[config.mk]
export PLATFORM = sky130hd
export DESIGN_NAME = multicycle_controller_flat
export DESIGN_NICKNAME = d
export VERILOG_FILES = /design/src/rtl/multicycle_controller_if.sv /design/src/rtl/multicycle_controller.sv /design/src/flat_wrapper.sv
export SDC_FILE = /design/constraint.sdc
export NUM_CORES = 1
export LEC_CHECK = 0
export ABC_AREA = 1
export BUFFER_PORTS_ARGS = -buffer_cell sky130_fd_sc_hd__buf_2
export CORE_MARGIN = 2
export CORE_UTILIZATION = 35
export CTS_BUF_LIST = sky130_fd_sc_hd__clkbuf_2
export DETAILED_ROUTE_END_ITERATION = 8
export PLACE_DENSITY_LB_ADDON = 0.12
export SYNTH_ARGS = -nofsm -noshare
export SYNTH_HDL_FRONTEND = slang
export SYNTH_SLANG_ARGS = --single-unit
[constraint.sdc]
create_clock -name clk -period 1.2 [get_ports clk]
set_input_delay 0.24 -clock clk [delete_from_list [all_inputs] [get_ports clk]]
set_output_delay 0.24 -clock clk [all_outputs]
set_load 0.05 [all_outputs]
[src/rtl/multicycle_controller_if.sv]
// multicycle_controller_if
//   Bundles the decode inputs and the control outputs exchanged between the
//   multicycle RV32I datapath and its control FSM.
//   Optional feature macro: MULTICYCLE_MEM_HANDSHAKE_EN (adds mem_ready).
//   Signals:
//     op/funct3/funct7b5/Zero  datapath -> controller (instruction fields, ALU zero)
//     mem_ready                datapath -> controller (only with the macro)
//     PCWrite..ALUControl      controller -> datapath (enables and mux selects)
//     illegal_instr            controller -> datapath (pulse on unsupported opcode)
//     state                    controller -> debug
//   Modports: master = datapath side, slave = controller side.
interface multicycle_controller_if #(
  parameter int STATE_W = 4
);
  logic [6:0]         op;
  logic [2:0]         funct3;
  logic               funct7b5;
  logic               Zero;
`ifdef MULTICYCLE_MEM_HANDSHAKE_EN
  logic               mem_ready;
`endif
  logic               PCWrite;
  logic               AdrSrc;
  logic               MemWrite;
  logic               IRWrite;
  logic               RegWrite;
  logic [1:0]         ResultSrc;
  logic [1:0]         ALUSrcA;
  logic [1:0]         ALUSrcB;
  logic [1:0]         ImmSrc;
  logic [2:0]         ALUControl;
  logic               illegal_instr;
  logic [STATE_W-1:0] state;

`ifdef MULTICYCLE_MEM_HANDSHAKE_EN
  modport master (
    output op, funct3, funct7b5, Zero, mem_ready,
    input  PCWrite, AdrSrc, MemWrite, IRWrite, RegWrite, ResultSrc,
           ALUSrcA, ALUSrcB, ImmSrc, ALUControl, illegal_instr, state
  );
  modport slave (
    input  op, funct3, funct7b5, Zero, mem_ready,
    output PCWrite, AdrSrc, MemWrite, IRWrite, RegWrite, ResultSrc,
           ALUSrcA, ALUSrcB, ImmSrc, ALUControl, illegal_instr, state
  );
`else
  modport master (
    output op, funct3, funct7b5, Zero,
    input  PCWrite, AdrSrc, MemWrite, IRWrite, RegWrite, ResultSrc,
           ALUSrcA, ALUSrcB, ImmSrc, ALUControl, illegal_instr, state
  );
  modport slave (
    input  op, funct3, funct7b5, Zero,
    output PCWrite, AdrSrc, MemWrite, IRWrite, RegWrite, ResultSrc,
           ALUSrcA, ALUSrcB, ImmSrc, ALUControl, illegal_instr, state
  );
`endif
endinterface

[src/rtl/multicycle_controller.sv]
// multicycle_controller
//   Control FSM sequencing the shared RV32I datapath (lw, sw, R/I ALU, beq, jal)
//   over several cycles per instruction. All outputs are combinational
//   decodes of the current state and the instruction fields.
//   Optional feature macro: MULTICYCLE_MEM_HANDSHAKE_EN -- FETCH, MEMREAD and
//   MEMWRITE wait for mem_ready.
//   Ports:
//     clk    rising-edge clock
//     reset  synchronous, active-low
//     ctrl   multicycle_controller_if.slave (decode inputs, control outputs)
//
//   state    | meaning
//   ---------+-----------------------------------------------
//   FETCH    | read instr at PC, PC <= PC+4, load IR/OldPC
//   DECODE   | read regs, ALUOut <= OldPC+imm (branch target)
//   MEMADR   | ALUOut <= rs1+imm
//   MEMREAD  | read memory at ALUOut
//   MEMWB    | rd <= Data
//   MEMWRITE | write rs2 to memory at ALUOut
//   EXECUTER | ALUOut <= rs1 op rs2
//   EXECUTEI | ALUOut <= rs1 op imm
//   ALUWB    | rd <= ALUOut
//   BEQ      | compare rs1/rs2, PC <= ALUOut if equal
//   JAL      | PC <= ALUOut, ALUOut <= OldPC+4
module multicycle_controller #(
  parameter int STATE_W = 4
) (
  input  logic                   clk,
  input  logic                   reset,
  multicycle_controller_if.slave ctrl
);

  localparam logic [STATE_W-1:0] S_FETCH    = STATE_W'(0);
  localparam logic [STATE_W-1:0] S_DECODE   = STATE_W'(1);
  localparam logic [STATE_W-1:0] S_MEMADR   = STATE_W'(2);
  localparam logic [STATE_W-1:0] S_MEMREAD  = STATE_W'(3);
  localparam logic [STATE_W-1:0] S_MEMWB    = STATE_W'(4);
  localparam logic [STATE_W-1:0] S_MEMWRITE = STATE_W'(5);
  localparam logic [STATE_W-1:0] S_EXECR    = STATE_W'(6);
  localparam logic [STATE_W-1:0] S_EXECI    = STATE_W'(7);
  localparam logic [STATE_W-1:0] S_ALUWB    = STATE_W'(8);
  localparam logic [STATE_W-1:0] S_BEQ      = STATE_W'(9);
  localparam logic [STATE_W-1:0] S_JAL      = STATE_W'(10);

  localparam logic [6:0] OP_LW  = 7'b0000011;
  localparam logic [6:0] OP_SW  = 7'b0100011;
  localparam logic [6:0] OP_R   = 7'b0110011;
  localparam logic [6:0] OP_I   = 7'b0010011;
  localparam logic [6:0] OP_BEQ = 7'b1100011;
  localparam logic [6:0] OP_JAL = 7'b1101111;

  logic [STATE_W-1:0] state_q, state_d;
  logic               mem_rdy;

`ifdef MULTICYCLE_MEM_HANDSHAKE_EN
  assign mem_rdy = ctrl.mem_ready;
`else
  assign mem_rdy = 1'b1;
`endif

  // State register
  always_ff @(posedge clk) begin
    if (!reset) state_q <= S_FETCH;
    else        state_q <= state_d;
  end

  // Next-state logic
  always_comb begin
    state_d = S_FETCH;
    case (state_q)
      S_FETCH:    state_d = mem_rdy ? S_DECODE : S_FETCH;
      S_DECODE: begin
        case (ctrl.op)
          OP_LW, OP_SW: state_d = S_MEMADR;
          OP_R:         state_d = S_EXECR;
          OP_I:         state_d = S_EXECI;
          OP_BEQ:       state_d = S_BEQ;
          OP_JAL:       state_d = S_JAL;
          default:      state_d = S_FETCH;
        endcase
      end
      S_MEMADR:   state_d = (ctrl.op == OP_LW) ? S_MEMREAD : S_MEMWRITE;
      S_MEMREAD:  state_d = mem_rdy ? S_MEMWB : S_MEMREAD;
      S_MEMWB:    state_d = S_FETCH;
      S_MEMWRITE: state_d = mem_rdy ? S_FETCH : S_MEMWRITE;
      S_EXECR:    state_d = S_ALUWB;
      S_EXECI:    state_d = S_ALUWB;
      S_ALUWB:    state_d = S_FETCH;
      S_BEQ:      state_d = S_FETCH;
      S_JAL:      state_d = S_ALUWB;
      default:    state_d = S_FETCH;
    endcase
  end

  // Output decode
  logic       pc_update, branch, adr_src, mem_write, ir_write, reg_write, illegal;
  logic [1:0] result_src, src_a, src_b, imm_src;
  logic [2:0] alu_ctl, alu_dec;

  // funct3-driven ALU operation; sub only for R-type (op[5]) with bit 30 set
  always_comb begin
    alu_dec = 3'b000;
    case (ctrl.funct3)
      3'b000:  alu_dec = (ctrl.op[5] & ctrl.funct7b5) ? 3'b001 : 3'b000;
      3'b010:  alu_dec = 3'b101;
      3'b110:  alu_dec = 3'b011;
      3'b111:  alu_dec = 3'b010;
      default: alu_dec = 3'b000;
    endcase
  end

  always_comb begin
    case (ctrl.op)
      OP_SW:   imm_src = 2'b01;
      OP_BEQ:  imm_src = 2'b10;
      OP_JAL:  imm_src = 2'b11;
      default: imm_src = 2'b00;
    endcase
  end

  always_comb begin
    pc_update  = 1'b0;
    branch     = 1'b0;
    adr_src    = 1'b0;
    mem_write  = 1'b0;
    ir_write   = 1'b0;
    reg_write  = 1'b0;
    illegal    = 1'b0;
    result_src = 2'b00;
    src_a      = 2'b00;
    src_b      = 2'b00;
    alu_ctl    = 3'b000;
    case (state_q)
      S_FETCH: begin
        ir_write   = mem_rdy;
        pc_update  = mem_rdy;
        src_b      = 2'b10;
        result_src = 2'b10;
      end
      S_DECODE: begin
        src_a   = 2'b01;
        src_b   = 2'b01;
        illegal = !(ctrl.op inside {OP_LW, OP_SW, OP_R, OP_I, OP_BEQ, OP_JAL});
      end
      S_MEMADR: begin
        src_a = 2'b10;
        src_b = 2'b01;
      end
      S_MEMREAD: adr_src = 1'b1;
      S_MEMWB: begin
        result_src = 2'b01;
        reg_write  = 1'b1;
      end
      S_MEMWRITE: begin
        adr_src   = 1'b1;
        mem_write = 1'b1;
      end
      S_EXECR: begin
        src_a   = 2'b10;
        alu_ctl = alu_dec;
      end
      S_EXECI: begin
        src_a   = 2'b10;
        src_b   = 2'b01;
        alu_ctl = alu_dec;
      end
      S_ALUWB: reg_write = 1'b1;
      S_BEQ: begin
        src_a   = 2'b10;
        alu_ctl = 3'b001;
        branch  = 1'b1;
      end
      S_JAL: begin
        src_a     = 2'b01;
        src_b     = 2'b10;
        pc_update = 1'b1;
      end
      default: ;
    endcase
  end

  // Reset low suppresses every write, so an aborted instruction leaves no trace
  assign ctrl.PCWrite       = reset & ((branch & ctrl.Zero) | pc_update);
  assign ctrl.IRWrite       = reset & ir_write;
  assign ctrl.MemWrite      = reset & mem_write;
  assign ctrl.RegWrite      = reset & reg_write;
  assign ctrl.illegal_instr = reset & illegal;
  assign ctrl.AdrSrc        = adr_src;
  assign ctrl.ResultSrc     = result_src;
  assign ctrl.ALUSrcA       = src_a;
  assign ctrl.ALUSrcB       = src_b;
  assign ctrl.ImmSrc        = imm_src;
  assign ctrl.ALUControl    = alu_ctl;
  assign ctrl.state         = state_q;

endmodule

[src/flat_wrapper.sv]
// flat-port wrapper written by rule: the top's interface ports become plain ports
module multicycle_controller_flat 
#(
  parameter int STATE_W = 4
)
  (clk, reset, ctrl_op, ctrl_funct3, ctrl_funct7b5, ctrl_Zero, ctrl_PCWrite, ctrl_AdrSrc, ctrl_MemWrite, ctrl_IRWrite, ctrl_RegWrite, ctrl_ResultSrc, ctrl_ALUSrcA, ctrl_ALUSrcB, ctrl_ImmSrc, ctrl_ALUControl, ctrl_illegal_instr, ctrl_state);
  multicycle_controller_if #(.STATE_W(STATE_W)) ctrl_i ();
  input  logic clk;
  input  logic reset;
  input wire logic [$bits(ctrl_i.op)-1:0] ctrl_op;
  input wire logic [$bits(ctrl_i.funct3)-1:0] ctrl_funct3;
  input wire logic [$bits(ctrl_i.funct7b5)-1:0] ctrl_funct7b5;
  input wire logic [$bits(ctrl_i.Zero)-1:0] ctrl_Zero;
  output wire logic [$bits(ctrl_i.PCWrite)-1:0] ctrl_PCWrite;
  output wire logic [$bits(ctrl_i.AdrSrc)-1:0] ctrl_AdrSrc;
  output wire logic [$bits(ctrl_i.MemWrite)-1:0] ctrl_MemWrite;
  output wire logic [$bits(ctrl_i.IRWrite)-1:0] ctrl_IRWrite;
  output wire logic [$bits(ctrl_i.RegWrite)-1:0] ctrl_RegWrite;
  output wire logic [$bits(ctrl_i.ResultSrc)-1:0] ctrl_ResultSrc;
  output wire logic [$bits(ctrl_i.ALUSrcA)-1:0] ctrl_ALUSrcA;
  output wire logic [$bits(ctrl_i.ALUSrcB)-1:0] ctrl_ALUSrcB;
  output wire logic [$bits(ctrl_i.ImmSrc)-1:0] ctrl_ImmSrc;
  output wire logic [$bits(ctrl_i.ALUControl)-1:0] ctrl_ALUControl;
  output wire logic [$bits(ctrl_i.illegal_instr)-1:0] ctrl_illegal_instr;
  output wire logic [$bits(ctrl_i.state)-1:0] ctrl_state;
  assign ctrl_i.op = ctrl_op;
  assign ctrl_i.funct3 = ctrl_funct3;
  assign ctrl_i.funct7b5 = ctrl_funct7b5;
  assign ctrl_i.Zero = ctrl_Zero;
  assign ctrl_PCWrite = ctrl_i.PCWrite;
  assign ctrl_AdrSrc = ctrl_i.AdrSrc;
  assign ctrl_MemWrite = ctrl_i.MemWrite;
  assign ctrl_IRWrite = ctrl_i.IRWrite;
  assign ctrl_RegWrite = ctrl_i.RegWrite;
  assign ctrl_ResultSrc = ctrl_i.ResultSrc;
  assign ctrl_ALUSrcA = ctrl_i.ALUSrcA;
  assign ctrl_ALUSrcB = ctrl_i.ALUSrcB;
  assign ctrl_ImmSrc = ctrl_i.ImmSrc;
  assign ctrl_ALUControl = ctrl_i.ALUControl;
  assign ctrl_illegal_instr = ctrl_i.illegal_instr;
  assign ctrl_state = ctrl_i.state;
  multicycle_controller #(.STATE_W(STATE_W)) u_core (.clk(clk), .reset(reset), .ctrl(ctrl_i));
endmodule
==> results of run 1 <==
-- through the flow --
step | util (%) | setup slack [ns] | std cells
2_1_floorplan | - | -0.372 | 88
3_3_place_gp | 84.8 | -0.216 | 163
3_5_place_dp | 84.8 | -0.246 | 163
-- cells by family after synthesis --
family	after synthesis
and+or+nand+nor	50
buffers and inverters	22
AOI/OAI and AO/OA	12
DFF	4
==> flow_metrics.py, run 1 <==
metrics = {
    "run_status": {
        "status": "stopped before the end",
        "stop_stage": "clock tree synthesis",
        "stop_error": "[ERROR DPL-0038] Utilization greater than 100%, impossible to legalize",
    },
    "yosys": {
        "ys.flop_type": "dfxtp_1",
        "ys_warn_count": 0,
        "synthAdderAreaFrac_pct": 0,
        "synth-seq-cells": 4,
        "synth_top_family_by_area": "simple AND/OR/NAND/NOR gates",
        "synth_top_area_cell": "dfxtp_1",
        "ys_seq_area_share_pct": 17.2,
        "postSynthCellCount": 88,
        "synth_top_area_share_pct": 17.2,
        "async_flop_share_pct": 0,
        "synthTopCellsByArea": "dfxtp_1 17%, inv_1 16%, nand2_1 15%",
        "muxShareOfSynthArea_pct": 0,
        "yosysUniqueCellTypes": 19,
        "avgSynthCellArea_um2": 5.29,
        "synth.most_common_cell": "inv_1",
        "synth_xor_area_share_pct": 0,
        "synth_edf_count": 0,
        "synth_compound_area_share_pct": 15.9,
        "synth_area_um2": 465,
        "synth_nets": 102,
        "yosys-top-cells-count": "20 x inv_1, 18 x nand2_1, 14 x nor2_1",
        "synthSimpleGateAreaFrac_pct": 49.2,
    },
    "floorplanning": {
        "chipWidth_um": 40.5,
        "rows": 13,
        "start_util_pct": 36.7,
        "io-pin-count": 35,
        "die_h_um": 40.5,
    },
    "cts": {
        "cts.sink_count": 4,
        "cts_root_buf": "clkbuf_2",
        "cts_setup_buffers": 10,
        "cts_resized": 71,
        "cts_buffer_depth": 2,
        "cts_made_buffers": 3,
        "cts-htree-levels": 1,
        "cts_hold_buf": 0,
    },
    "placement": {
        "dpl.hpwl_um": 1520,
        "placed_cell_area_um2": 1080,
        "io_buffers": 34,
        "place_congestion": 0.855,
    },
}
==> run 2, diff against run 1 <==
--- a/config.mk
+++ b/config.mk
@@ -7,11 +7,10 @@
 export LEC_CHECK = 0
 export ABC_AREA = 1
 export BUFFER_PORTS_ARGS = -buffer_cell sky130_fd_sc_hd__buf_2
-export CORE_MARGIN = 2
-export CORE_UTILIZATION = 35
-export CTS_BUF_LIST = sky130_fd_sc_hd__clkbuf_2
+export CORE_AREA = 2 2 63 65
 export DETAILED_ROUTE_END_ITERATION = 8
-export PLACE_DENSITY_LB_ADDON = 0.12
+export DIE_AREA = 0 0 65 67
+export PLACE_DENSITY_LB_ADDON = 0.15
 export SYNTH_ARGS = -nofsm -noshare
 export SYNTH_HDL_FRONTEND = slang
 export SYNTH_SLANG_ARGS = --single-unit
==> run 2 against run 1 <==
Compared with the run above:
- the flow now finishes, with violations (setup timing)
- synthesized cell count unchanged
- synthesized area unchanged
==> flow_metrics.py, run 2 <==
metrics = {
    "routing": {
        "drc_errors": 0,
        "dr.pass1.iters": 2,
        "finalWirelength_um": 2040,
        "vias": 820,
        "wl_per_cell_um": 9.78,
        "vias_per_cell": 3.92,
        "drt_iter0_drc": 11,
        "antenna_left": 0,
    },
    "setup_path": {
        "critPathKind": "reg -> out",
        "slowest_delay_ns": 0.36,
        "crit_required_ns": 0.96,
        "worstSetupEndpointType": "output port",
        "cp_slowest_cell": "dfxtp_4",
        "cp.arrival_ns": 1.32,
        "cp_num_buf_inv": 2,
        "cp_top_family": "simple AND/OR/NAND/NOR gates",
        "path_max_fanout": 4,
        "cp-start-kind": "flop",
        "cp_cell_sequence": "nor2_4 -> nand2_1 -> buf_4 -> nor2_2 -> buf_6",
    },
    "yosys": {
        "synth_nets": 102,
        "synth-seq-cells": 4,
        "yosys-top-cells-count": "20 x inv_1, 18 x nand2_1, 14 x nor2_1",
        "async_flop_share_pct": 0,
        "muxShareOfSynthArea_pct": 0,
        "synthSimpleGateAreaFrac_pct": 49.2,
        "synth_top_area_share_pct": 17.2,
        "synth_area_um2": 465,
        "synth_edf_count": 0,
        "postSynthCellCount": 88,
        "ys.flop_type": "dfxtp_1",
        "synth_top_family_by_area": "simple AND/OR/NAND/NOR gates",
        "yosysUniqueCellTypes": 19,
        "synth_compound_area_share_pct": 15.9,
        "ys_seq_area_share_pct": 17.2,
        "avgSynthCellArea_um2": 5.29,
        "synthAdderAreaFrac_pct": 0,
        "synthTopCellsByArea": "dfxtp_1 17%, inv_1 16%, nand2_1 15%",
        "synth_xor_area_share_pct": 0,
        "synth_top_area_cell": "dfxtp_1",
        "synth.most_common_cell": "inv_1",
        "ys_warn_count": 0,
    },
    "flow_run": {
        "maxCapViolations": 0,
    },
    "floorplanning": {
        "rows": 22,
        "dieArea_um2": 4360,
        "die_h_um": 67,
        "core_area_um2": 3610,
        "chipWidth_um": 65,
        "start_util_pct": 12.9,
        "io-pin-count": 35,
    },
    "power": {
        "peakVddDrop_uv": 274,
        "p_total_mw": 0.814,
        "power.density_cell_area_nw_per_um2": 525,
        "p_leak_nw": 0.798,
    },
    "grt": {
        "grt_overflow": 0,
        "grt_pass1_wl_um": 3370,
        "grt_pass1_vias": 818,
        "grt_max_degree": 5,
        "grt_util_all_layers_pct": 9.61,
        "antenna_found_initial": 0,
    },
    "cts": {
        "cts_tree": "yes",
        "cts_buffer_depth": 2,
        "cts-htree-levels": 1,
        "path_clk_slew_ns": 0.03,
        "cts_made_buffers": 3,
        "cts_hold_buf": 0,
        "cts_root_buf": "clkbuf_8",
        "cts.sink_count": 4,
        "clock_latency_ns": 0.22,
    },
    "timing": {
        "slew_violations": 0,
        "fin_crit_sh_pct": 130,
        "min_period_ns": 1.56,
        "finClkSkew_ns": 0.00251,
        "slew_headroom_pct": 81.4,
        "setup_viol": 18,
        "rsz0062_at_grt": "true",
        "hold_viol": 0,
        "fin_ws_ns": -0.356,
        "worstMarginPinSlew_ns": 0.277,
        "timing.fmax_mhz": 643,
    },
    "final_layout": {
        "layout_commonest_cell": "buf_4",
        "num_antenna_cells": 0,
        "layout_common_cells": "31 x buf_4, 21 x buf_6, 12 x nand2_4",
        "area_growth_pct": 233,
        "drive_gt1_share_pct": 80.1,
        "largest_reg_flops": 4,
        "finalInstanceArea_um2": 1550,
        "multi_input_area_um2": 608,
        "final-seq-area_um2": 95.1,
        "nets": 177,
        "final_cell_count_no_fill": 209,
        "nFillCells": 374,
    },
    "run_status": {
        "status": "finished with violations",
        "violations": "setup timing",
    },
    "placement": {
        "io_buffers": 34,
        "place_congestion": 0.694,
        "dpl.hpwl_um": 1710,
        "dp_cells": 199,
        "dpl_worst_slack_ns": -0.263,
        "placed_cell_area_um2": 1140,
    },
    "hold_path": {
        "hp-class": "in -> reg",
    },
}
==> run 2: cell counts after synthesis <==
No cell type changed its count.
==> run 2: cells by family after synthesis <==
kind of cell | Yosys count
buffers and inverters | 22
DFF | 4
and+or+nand+nor | 50
AOI/OAI and AO/OA | 12
==> run 2: worst paths after layout <==
check,startpoint,to,slack [ns],depth (start not counted)
max,u_core.ctrl.state[2],ctrl_IRWrite,-0.36,5
min,reset,u_core.ctrl.state[0],0.35,4
max reg2reg,u_core.ctrl.state[2],u_core.ctrl.state[1],-0.09,7
min reg2reg,u_core.ctrl.state[3],u_core.ctrl.state[1],0.76,4
==> run 2: through the flow <==
step / hold WS (ns) / TNS, ns / utilization [%]
2_1_floorplan: 0.337 / -2.67 / -
3_3_place_gp: 0.581 / -2.91 / 31.6
3_5_place_dp: 0.581 / -2.99 / 31.6
4_1_cts: 0.361 / -4.40 / 39.6
5_1_grt: 0.392 / -5.40 / 43.0
6_report: 0.354 / -4.39 / 43.0
==> run 2: cell type report <==
class | instances | share of cell area (%)
sequential | 4 | 6.14
clock buffer | 3 | 2.67
multi-input combinational | 62 | 39.3
inverter | 22 | 6.79
timing repair buffer | 70 | 41.3
tap | 48 | 3.88
==> run 2: power breakdown <==
group / total [mW] / internal [mW] / switching [mW]
registers: 0.137 / 0.131 / 0.00618
logic: 0.397 / 0.177 / 0.220
clock network: 0.280 / 0.213 / 0.0662
==> run 2: routing by layer <==
layer	wire length (µm)	part of all wire, %	track usage (%)
met4	20	0.98	2.39
met1	829	41	10.9
met2	1120	55	19.1
met5	0	0	0
met3	79	3.9	0.845
==> run 2: repair_timing <==
action,CTS,global route
pin swaps,11,14
setup buffers,3,4
resized for setup,69,23
endpoints found under the setup margin,21,22
==> run 2: tightest hold or removal path: cells and delay by family <==
family,cells,cell delay (ns)
buffers and inverters,3,0.25
and+or+nand+nor,1,0.05
(Power assumes the default switching activity.)
==> run 3, diff against run 2 <==
--- a/config.mk
+++ b/config.mk
@@ -7,6 +7,8 @@
 export LEC_CHECK = 0
 export ABC_AREA = 1
 export BUFFER_PORTS_ARGS = -buffer_cell sky130_fd_sc_hd__buf_2
+export CELL_PAD_IN_SITES_DETAIL_PLACEMENT = 1
+export CELL_PAD_IN_SITES_GLOBAL_PLACEMENT = 1
 export CORE_AREA = 2 2 63 65
 export DETAILED_ROUTE_END_ITERATION = 8
 export DIE_AREA = 0 0 65 67
==> constraint.sdc (replaced) <==
create_clock -name clk -period 1.2 [get_ports clk]
set_input_delay 0.24 -clock clk [delete_from_list [all_inputs] [get_ports clk]]
set_output_delay 0.24 -clock clk [all_outputs]
set_load 0.01 [all_outputs]
==> run 3 against run 2 <==
Compared with the run above:
- highest routed layer unchanged
- cell count fell by 0.96%
- non-clock buffer count fell by 2
- the run still ends with setup timing left
- total power fell by 15%
- routed wire length rose by 15%
- combinational power fell by 31%
- die area did not move
- setup slack improved by 0.077 ns
- design area fell by 16%
- clock power barely moved
- first-iteration DRC count fell by 45%
- sequential share of layout area rose by 1.2 points
==> flow_metrics.py, run 3 (synthesis gave the netlist of run 2 again) <==
metrics = {
    "run_status": {
        "status": "finished with violations",
        "violations": "setup timing",
    },
    "timing": {
        "hold_viol": 0,
        "fin_ws_ns": -0.279,
        "fin_crit_sh_pct": 123,
        "rsz0062_at_grt": "true",
        "timing.fmax_mhz": 676,
        "min_period_ns": 1.48,
        "finClkSkew_ns": 0.00352,
        "setup_viol": 16,
        "setup_tns_ns": -3.01,
        "slew_violations": 0,
        "worstMarginPinSlew_ns": 0.338,
        "slew_headroom_pct": 77.4,
    },
    "routing": {
        "finalWirelength_um": 2340,
        "drt_iter0_drc": 6,
        "drc_errors": 0,
        "wl_per_cell_um": 11.3,
        "vias_per_cell": 3.90,
        "vias": 808,
        "antenna_left": 0,
        "dr.pass1.iters": 2,
    },
    "cts": {
        "cts_root_buf": "clkbuf_8",
        "cts-htree-levels": 1,
        "cts_hold_buf": 0,
        "clock_latency_ns": 0.22,
        "cts_tree": "yes",
        "path_clk_slew_ns": 0.03,
        "cts_made_buffers": 3,
        "cts_buffer_depth": 2,
        "cts.sink_count": 4,
    },
    "setup_path": {
        "cp_slowest_cell": "dfxtp_4",
        "path_max_fanout": 4,
        "cp_cell_sequence": "nor2_4 -> nand2_2 -> inv_2 -> nand2_2 -> nor3_2 -> buf_2",
        "worstSetupEndpointType": "output port",
        "cp-start-kind": "flop",
        "cp_num_buf_inv": 2,
        "cp_top_family": "simple AND/OR/NAND/NOR gates",
        "path_common_cell": "nand2_2",
        "slowest_delay_ns": 0.35,
        "crit_required_ns": 0.96,
        "critPathKind": "reg -> out",
        "cp.arrival_ns": 1.24,
    },
    "floorplanning": {
        "chipWidth_um": 65,
        "dieArea_um2": 4360,
        "die_h_um": 67,
        "rows": 22,
        "start_util_pct": 12.9,
        "io-pin-count": 35,
        "core_area_um2": 3610,
    },
    "grt": {
        "grt_pass1_wl_um": 3490,
        "grt_util_all_layers_pct": 10.3,
        "grt_max_degree": 6,
        "grt_pass1_vias": 828,
        "antenna_found_initial": 0,
        "grt_overflow": 0,
    },
    "power": {
        "p_leak_nw": 0.690,
        "peakVddDrop_uv": 388,
        "power.density_cell_area_nw_per_um2": 531,
    },
    "final_layout": {
        "largest_reg_flops": 4,
        "area_growth_pct": 180,
        "nets": 175,
        "layout_common_cells": "28 x buf_4, 25 x buf_2, 14 x buf_6",
        "drive_gt1_share_pct": 79.2,
        "post-route-util_pct": 36.1,
        "num_antenna_cells": 0,
        "layout_commonest_cell": "buf_4",
    },
    "flow_run": {
        "maxCapViolations": 0,
    },
    "hold_path": {
        "hp-class": "in -> reg",
    },
    "placement": {
        "place_congestion": 0.760,
        "io_buffers": 34,
        "dpl.hpwl_um": 1780,
    },
}
==> run 3: cell count changes in the layout (fill, tap and decap cells not counted), moves of 2 or more <==
cell	before	now
buf_2	10	25
inv_6	2	0
nor2_4	11	7
inv_2	5	7
buf_8	8	1
nor3_4	3	1
buf_6	21	14
nor2_1	4	7
nand2_2	1	7
buf_4	31	28
nand2_4	12	7
nor3_2	0	3
==> run 3: tightest hold or removal path: cells and delay by family <==
| family | cells | cell delay (ns) |
|---|---|---|
| and+or+nand+nor | 1 | 0.06 |
| buffers and inverters | 2 | 0.16 |
==> run 3: final cells by class <==
type	instances	area, µm²
multi-input cells	62	499
inverters	22	97.6
repair buffers	68	508
clock buffers	3	41.3
fillers	460	2300
well taps	48	60.1
flip-flops and latches	4	95.1
==> run 3: timing repair <==
| action | in CTS | in global routing |
|---|---|---|
| pin swaps | 14 | 9 |
| gates resized for setup | 46 | 34 |
| cloned | 0 | 0 |
| endpoints found under the setup margin | 19 | 19 |
| buffers inserted | 5 | 7 |
==> run 3: routing by layer <==
metal  part of all wire [%]  global-route usage, %  vias to the layer above
li1                       -                      -                      417
met1                     40                   11.3                      369
met2                     54                   20.6                       20
met3                    4.9                  0.845                        2
met4                   0.90                   3.19                        0
met5                      0                      0                        -
==> run 3: where the power goes <==
group | switching (mW) | internal [mW]
clock network | 0.0644 | 0.213
registers | 0.00721 | 0.131
logic | 0.131 | 0.144
total | 0.203 | 0.488
==> run 3: path summary, 6_finish.rpt <==
| check | to | from | slack [ns] | depth (start not counted) |
|---|---|---|---|---|
| setup reg to reg | u_core.ctrl.state[1] | u_core.ctrl.state[3] | 0 | 7 |
| hold reg to reg | u_core.ctrl.state[1] | u_core.ctrl.state[0] | 0.78 | 6 |
| setup / recovery | ctrl_illegal_instr | u_core.ctrl.state[3] | -0.28 | 6 |
| hold / removal | u_core.ctrl.state[0] | reset | 0.28 | 3 |
==> run 3: metrics by stage <==
step	power (mW)	hold WS [ns]	cell area (µm²)	instances	worst slack, ns
after global placement	0.318	0.494	888	193	-0.158
after global routing	0.743	0.324	1300	207	-0.374
after detailed placement	0.323	0.494	888	193	-0.169
final	0.691	0.279	1300	207	-0.279
after floorplan	0.214	0.337	485	88	-0.0173
after CTS	0.634	0.283	1100	200	-0.255
